[config.mk]
export PLATFORM = sky130hd
export DESIGN_NAME = mem_byte_sequencer
export DESIGN_NICKNAME = d
export VERILOG_FILES = /design/src/rtl/mem_byte_sequencer.sv
export SDC_FILE = /design/constraint.sdc
export NUM_CORES = 1
export LEC_CHECK = 0
export ABC_AREA = 0
export CAP_MARGIN = 20
export CORE_MARGIN = 8
export CORE_UTILIZATION = 26
export CTS_CLUSTER_DIAMETER = 100
export CTS_CLUSTER_SIZE = 14
export DETAILED_ROUTE_END_ITERATION = 10
export PLACE_DENSITY = 0.61
export SYNTH_ARGS = -nofsm -noshare
export SYNTH_HDL_FRONTEND = slang
export SYNTH_SLANG_ARGS = --single-unit
[constraint.sdc]
create_clock -name CLK -period 4.8 [get_ports CLK]
set_input_delay 0.72 -clock CLK [delete_from_list [all_inputs] [get_ports CLK]]
set_output_delay 0.72 -clock CLK [all_outputs]
set_load 0.02 [all_outputs]
[src/rtl/mem_byte_sequencer.sv]
// -----------------------------------------------------------------------------
// mem_byte_sequencer
//
// MEM-stage access sequencer that sits between the EX/MEM pipeline register and
// a byte-wide data RAM. Word, halfword and byte loads/stores are broken into one
// RAM access per cycle, most-significant byte first (big-endian). While an access
// is in flight the block raises stall so the hazard unit can freeze the front of
// the pipeline; the assembled load result feeds the MEM result mux and MEM/WB.
//
// Occupancy of a legal request is N+2 cycles (accept, N byte accesses, done),
// where N = 1/2/4 for byte/halfword/word. Illegal requests take 2 cycles
// (accept, done with err) and never touch the RAM.
//
// Parameters
//   ADDR_W       byte-address width of the data RAM (depth = 2**ADDR_W), < 32
//   ALIGN_CHECK  1: misaligned halfword/word is an error; 0: performed unaligned
//
// Ports
//   CLK        in   clock, all state changes on the rising edge
//   CLR        in   synchronous active-high reset
//   req_en     in   memory access requested (EX/MEM Mem_Enable)
//   req_rw     in   1 = store, 0 = load
//   req_size   in   00 byte, 01 halfword, 10 word, 11 reserved
//   req_addr   in   byte address (EX/MEM ALU result)
//   req_wdata  in   store data (EX/MEM port C)
//   ram_addr   out  byte address to RAM (0 when not accessing)
//   ram_wdata  out  byte to RAM (0 when not storing)
//   ram_we     out  RAM write strobe, one byte per cycle
//   ram_rdata  in   RAM read byte, combinational from ram_addr
//   rdata      out  load result, zero-extended, valid while done=1
//   done       out  one-cycle completion pulse
//   err        out  qualifies done: reserved size, out of range or misaligned
//   stall      out  freeze PC, IF/ID, ID/EX, EX/MEM this cycle
// -----------------------------------------------------------------------------
module mem_byte_sequencer #(
  parameter int ADDR_W      = 8,
  parameter bit ALIGN_CHECK = 1'b1
) (
  input  logic              CLK,
  input  logic              CLR,
  input  logic              req_en,
  input  logic              req_rw,
  input  logic [1:0]        req_size,
  input  logic [31:0]       req_addr,
  input  logic [31:0]       req_wdata,
  output logic [ADDR_W-1:0] ram_addr,
  output logic [7:0]        ram_wdata,
  output logic              ram_we,
  input  logic [7:0]        ram_rdata,
  output logic [31:0]       rdata,
  output logic              done,
  output logic              err,
  output logic              stall
);

  typedef enum logic [1:0] {
    S_IDLE   = 2'd0,
    S_ACCESS = 2'd1,
    S_DONE   = 2'd2
  } state_t;

  // Request size encodings.
  localparam logic [1:0] SZ_BYTE = 2'b00;
  localparam logic [1:0] SZ_HALF = 2'b01;
  localparam logic [1:0] SZ_WORD = 2'b10;

  // Largest byte address of the RAM, widened so the end-address compare
  // cannot wrap.
  localparam logic [32:0] MAX_ADDR = (33'd1 << ADDR_W) - 33'd1;

  state_t            state;
  logic [1:0]        cnt;      // byte index within the current access
  logic [1:0]        last_q;   // N-1 of the latched request
  logic [ADDR_W-1:0] base_q;   // latched start address
  logic [31:0]       wdata_q;  // latched store data
  logic              rw_q;     // latched direction
  logic              err_q;    // verdict of the legality check

  // ---------------------------------------------------------------------------
  // Request decode and legality check (only consumed in IDLE)
  // ---------------------------------------------------------------------------
  logic [1:0]  req_last;     // N-1 for the incoming request
  logic [32:0] req_end;      // address of the last byte touched
  logic        range_ok;
  logic        misaligned;
  logic        req_legal;

  always_comb begin
    // NOTE: every signal assigned in a combinational block gets a default
    // first, so no path through the case can leave it unassigned and infer a
    // latch.
    req_last = 2'd0;
    case (req_size)
      SZ_HALF: req_last = 2'd1;
      SZ_WORD: req_last = 2'd3;
      default: req_last = 2'd0;
    endcase

    req_end    = {1'b0, req_addr} + {31'd0, req_last};
    range_ok   = ((req_addr >> ADDR_W) == 32'd0) && (req_end <= MAX_ADDR);
    misaligned = ALIGN_CHECK &&
                 (((req_size == SZ_HALF) && req_addr[0]) ||
                  ((req_size == SZ_WORD) && (req_addr[1:0] != 2'b00)));
    req_legal  = (req_size != 2'b11) && range_ok && !misaligned;
  end

  // ---------------------------------------------------------------------------
  // Sequencer state
  // ---------------------------------------------------------------------------
  // NOTE: all state below is updated with non-blocking assignments so every
  // register samples the pre-edge values of the others, whatever the order of
  // statements.
  always_ff @(posedge CLK) begin
    if (CLR) begin
      state   <= S_IDLE;
      cnt     <= 2'd0;
      last_q  <= 2'd0;
      base_q  <= '0;
      wdata_q <= 32'd0;
      rw_q    <= 1'b0;
      err_q   <= 1'b0;
      rdata   <= 32'd0;
    end else begin
      case (state)
        S_IDLE: begin
          if (req_en) begin
            base_q  <= req_addr[ADDR_W-1:0];
            wdata_q <= req_wdata;
            rw_q    <= req_rw;
            last_q  <= req_last;
            cnt     <= 2'd0;
            rdata   <= 32'd0;
            err_q   <= !req_legal;
            state   <= req_legal ? S_ACCESS : S_DONE;
          end
        end

        S_ACCESS: begin
          // Loads shift bytes in from the right; clearing rdata at acceptance
          // leaves short loads zero-extended.
          if (!rw_q) begin
            rdata <= {rdata[23:0], ram_rdata};
          end
          cnt <= cnt + 2'd1;
          if (cnt == last_q) begin
            state <= S_DONE;
          end
        end

        S_DONE: begin
          // The pipeline advances on this edge, so the request that just
          // finished is gone before IDLE looks at req_en again.
          state <= S_IDLE;
        end

        default: begin
          state <= S_IDLE;
        end
      endcase
    end
  end

  // ---------------------------------------------------------------------------
  // Outputs, decoded from the registered state
  // ---------------------------------------------------------------------------
  logic       in_access;
  logic [1:0] byte_sel;    // which store-data byte goes out this cycle

  assign in_access = (state == S_ACCESS);
  assign byte_sel  = last_q - cnt;   // MSB first: N-1 down to 0

  assign done  = (state == S_DONE);
  assign err   = done && err_q;
  // In IDLE the stall has to cover the acceptance cycle itself, so it follows
  // req_en directly rather than waiting for the state to change.
  assign stall = in_access || ((state == S_IDLE) && req_en);

  // CLR masks the strobe so a reset raised mid-store stops the byte of that
  // cycle from reaching the RAM; bytes written earlier are left in place.
  assign ram_we    = in_access && rw_q && !CLR;
  assign ram_addr  = in_access ? (base_q + ADDR_W'(cnt)) : '0;
  assign ram_wdata = (in_access && rw_q) ? wdata_q[{byte_sel, 3'b000} +: 8] : 8'd0;

endmodule

==> results.toml <==
[floorplanning]
ios = 130
die_h_um = 131
core-area_mm2 = 0.0131
dieArea_mm2 = 0.0172
start_util = 0.263
num_rows = 42
die_x_um = 131

[routing]
final_antenna_net_count = 0
via_per_inst = 4.57
dr.pass1.iters = 4
drcViolationCount = 0
route.met3.wl_um = 928
wl_met2_um = 4840
wirelength_met1_um = 4410
routed_wl_um = 10400
vias = 3224
routedWlPerCell_um = 14.7
drtIter0Drc = 176
top_layer_used = "met4"

[sta]
timing.slew.headroom = 0.285
fin_tns_setup_ps = 0
worst_pin_slew_ps = 1070
slew_violations = 0
skew_ps = 6.40
setup_viol = 0
post-route-min-period_ps = 3360
hold_viol_final = 0
max_freq_mhz = 297
post-route-period-util = 0.700
fin_ws_ps = 1440
rsz0062_at_grt = "no"
hold_slack_ps = 452

[global_routing]
grt_pass1_wl_um = 16800
grt_max_degree = 81
antenna_found_initial = 0
grtUsageTotal = 0.124
grt_pass1_vias = 3354
grt_overflow = 0

[clock_tree]
clk_path_buf_depth = 2
cts_buffers = 9
cts_resized = 0
cts.sinks = 80
cts_tree = "built"
insertion_delay_ps = 340
post_cts_buffers = 0
cts.htree.levels = 3
hold_buffers = 0
path_clk_slew_ps = 60
cts-root-buf = "clkbuf_16"

[final_layout]
stdcell_area_mm2 = 0.00516
diodes = 0
syn_to_final_growth_pct = 49.7
final_cell_mix = "clkdlybuf4s50_1 (128), nand2_1 (88), dfxtp_1 (80)"
nFillCells = 1319
final_common_cell = "clkdlybuf4s50_1"
layout-drive-gt1-share = 0.0491
layout.nets = 611

[setup_path]
required_ps = 4080
cp-end-kind = "output port"
worst-path-buf-inv = 1
critical_path.cell_chain = "ha_1 -> xor2_4 -> mux2i_1 -> o22ai_1 -> clkdlybuf4s50_1"
critPathTopFamily = "buffers and inverters"
crit_cells = 5
startpoint = "cnt[0]"
cpPeakStageDelay_ps = 640
reg2reg_slack_ps = 2800
arrival_ps = 2640
critPathLaunchType = "register"
rr_worst_depth = 5
r2r-start = "state[0]"
cp_max_fo = 16
crit_type = "reg -> out"
slowest_stage = "clkdlybuf4s50_1"
reg2reg_to = "cnt[1]"
endpoint = "ram_wdata[0]"

[place]
pre_cts_ws_ps = 1620
placed_area_mm2 = 0.00486
dp_hpwl_um = 7440
io_buffer_count = 129
place.gp.congestion = 0.796

[synth]
yosysTopAreaCellShare = 0.465
ys_warn_count = 0
synth_area_mm2 = 0.00344
synth_area_leaders = "dfxtp_1 (47%), nand2_1 (9.6%), a22oi_1 (7.0%)"
avgSynthCellArea_um2 = 8.44
synth.distinct_cells = 36
synth-seq-cells = 80
synth.net_count = 495
ys_seq_area_frac = 0.465
post-synth-top-area-cell = "dfxtp_1"
synthCells = 408

[power]
p_per_area_mw_per_mm2 = 299
power_w = 0.00154
leakage_nw = 1.93
ir_worst_vdd_uv = 170

[hold_path]
hp-class = "reg -> reg"
worstHoldPathCells = 2

[run]
cap_violations = 0

[outcome]
outcome = "finished, final reports clean"
where the power goes:
group	internal, W	total [W]	switching (W)
logic	0.0000867	0.000160	0.0000735
clock network	0.000416	0.000683	0.000267
registers	0.000686	0.000701	0.0000144
worst min path at each step:
stage / slack, ps / end / startpoint
finish: 450 / wdata_q[11] / wdata_q[11]
global route: 480 / wdata_q[4] / wdata_q[4]
CTS: 450 / wdata_q[16] / wdata_q[16]
detailed placement: 450 / wdata_q[16] / wdata_q[16]
global placement: 440 / wdata_q[18] / wdata_q[18]
floorplan: 440 / wdata_q[16] / wdata_q[16]
layer usage:
layer,global-route usage,vias to the layer above
met3,0.0498,15
met5,0,-
li1,-,1638
met1,0.148,1472
met4,0.0513,0
met2,0.195,99
tightest hold or removal path: stages, from the launching register on:
cell and delay, ps:
dfxtp_1 310, nand2_1 50, a21oi_1 50
final cells by class:
| type | instances | area, µm² | area share |
|---|---|---|---|
| clock buffer | 11 | 243 | 0.0471 |
| sequential | 80 | 1600 | 0.311 |
| inverter | 9 | 33.8 | 0.00655 |
| clock inverter | 5 | 56.3 | 0.0109 |
| timing repair buffer | 133 | 1320 | 0.255 |
| multi-input combinational | 291 | 1690 | 0.327 |
| tap | 176 | 220 | 0.0427 |
metrics by stage:
stage	instances	utilization
finish	705	0.394
CTS	705	0.394
floorplan	408	-
global route	705	0.394
detailed placement	689	0.371
global placement	689	0.371
cell usage after synthesis:
cell type	count
mux2i_1	16
nand2_1	88
fa_1	2
buf_12	1
o21ba_2	1
a21oi_1	46
buf_1	1
o21ai_0	1
o22ai_1	8
nor3_1	2
nand3_1	3
and3_1	1
nand3b_1	1
or2_2	1
nand4b_1	2
and2_1	3
nor3b_1	2
nor2b_1	3
and4b_1	2
dfxtp_1	80
nor4_1	5
a311oi_1	2
inv_1	9
clkbuf_1	19
a22oi_1	32
ha_1	7
xnor2_1	3
nor2_1	45
buf_2	7
xor2_1	5
a211oi_1	3
nand4_1	3
a32o_1	1
nand2b_1	1
xor2_4	1
xnor2_2	1
state kept, by name, indices dropped and copies added (netlist names):
signal / flops
base_q: 8
cnt: 2
err_q: 1
last_q: 2
rdata: 32
rw_q: 1
state: 2
wdata_q: 32
cell families (layout without fill, tap and decap cells):
group	count (synthesis)	count (layout)	share of synthesized area
DFF	80	80	0.465
buffers and inverters	37	158	0.0476
and+or+nand+nor	162	162	0.201
adders and majority gates	9	9	0.0371
xor gates and xnor gates	10	10	0.0331
AOI/OAI and AO/OA	94	94	0.170
muxes	16	16	0.0465
No activity file was read; power rests on OpenSTA's default activity.
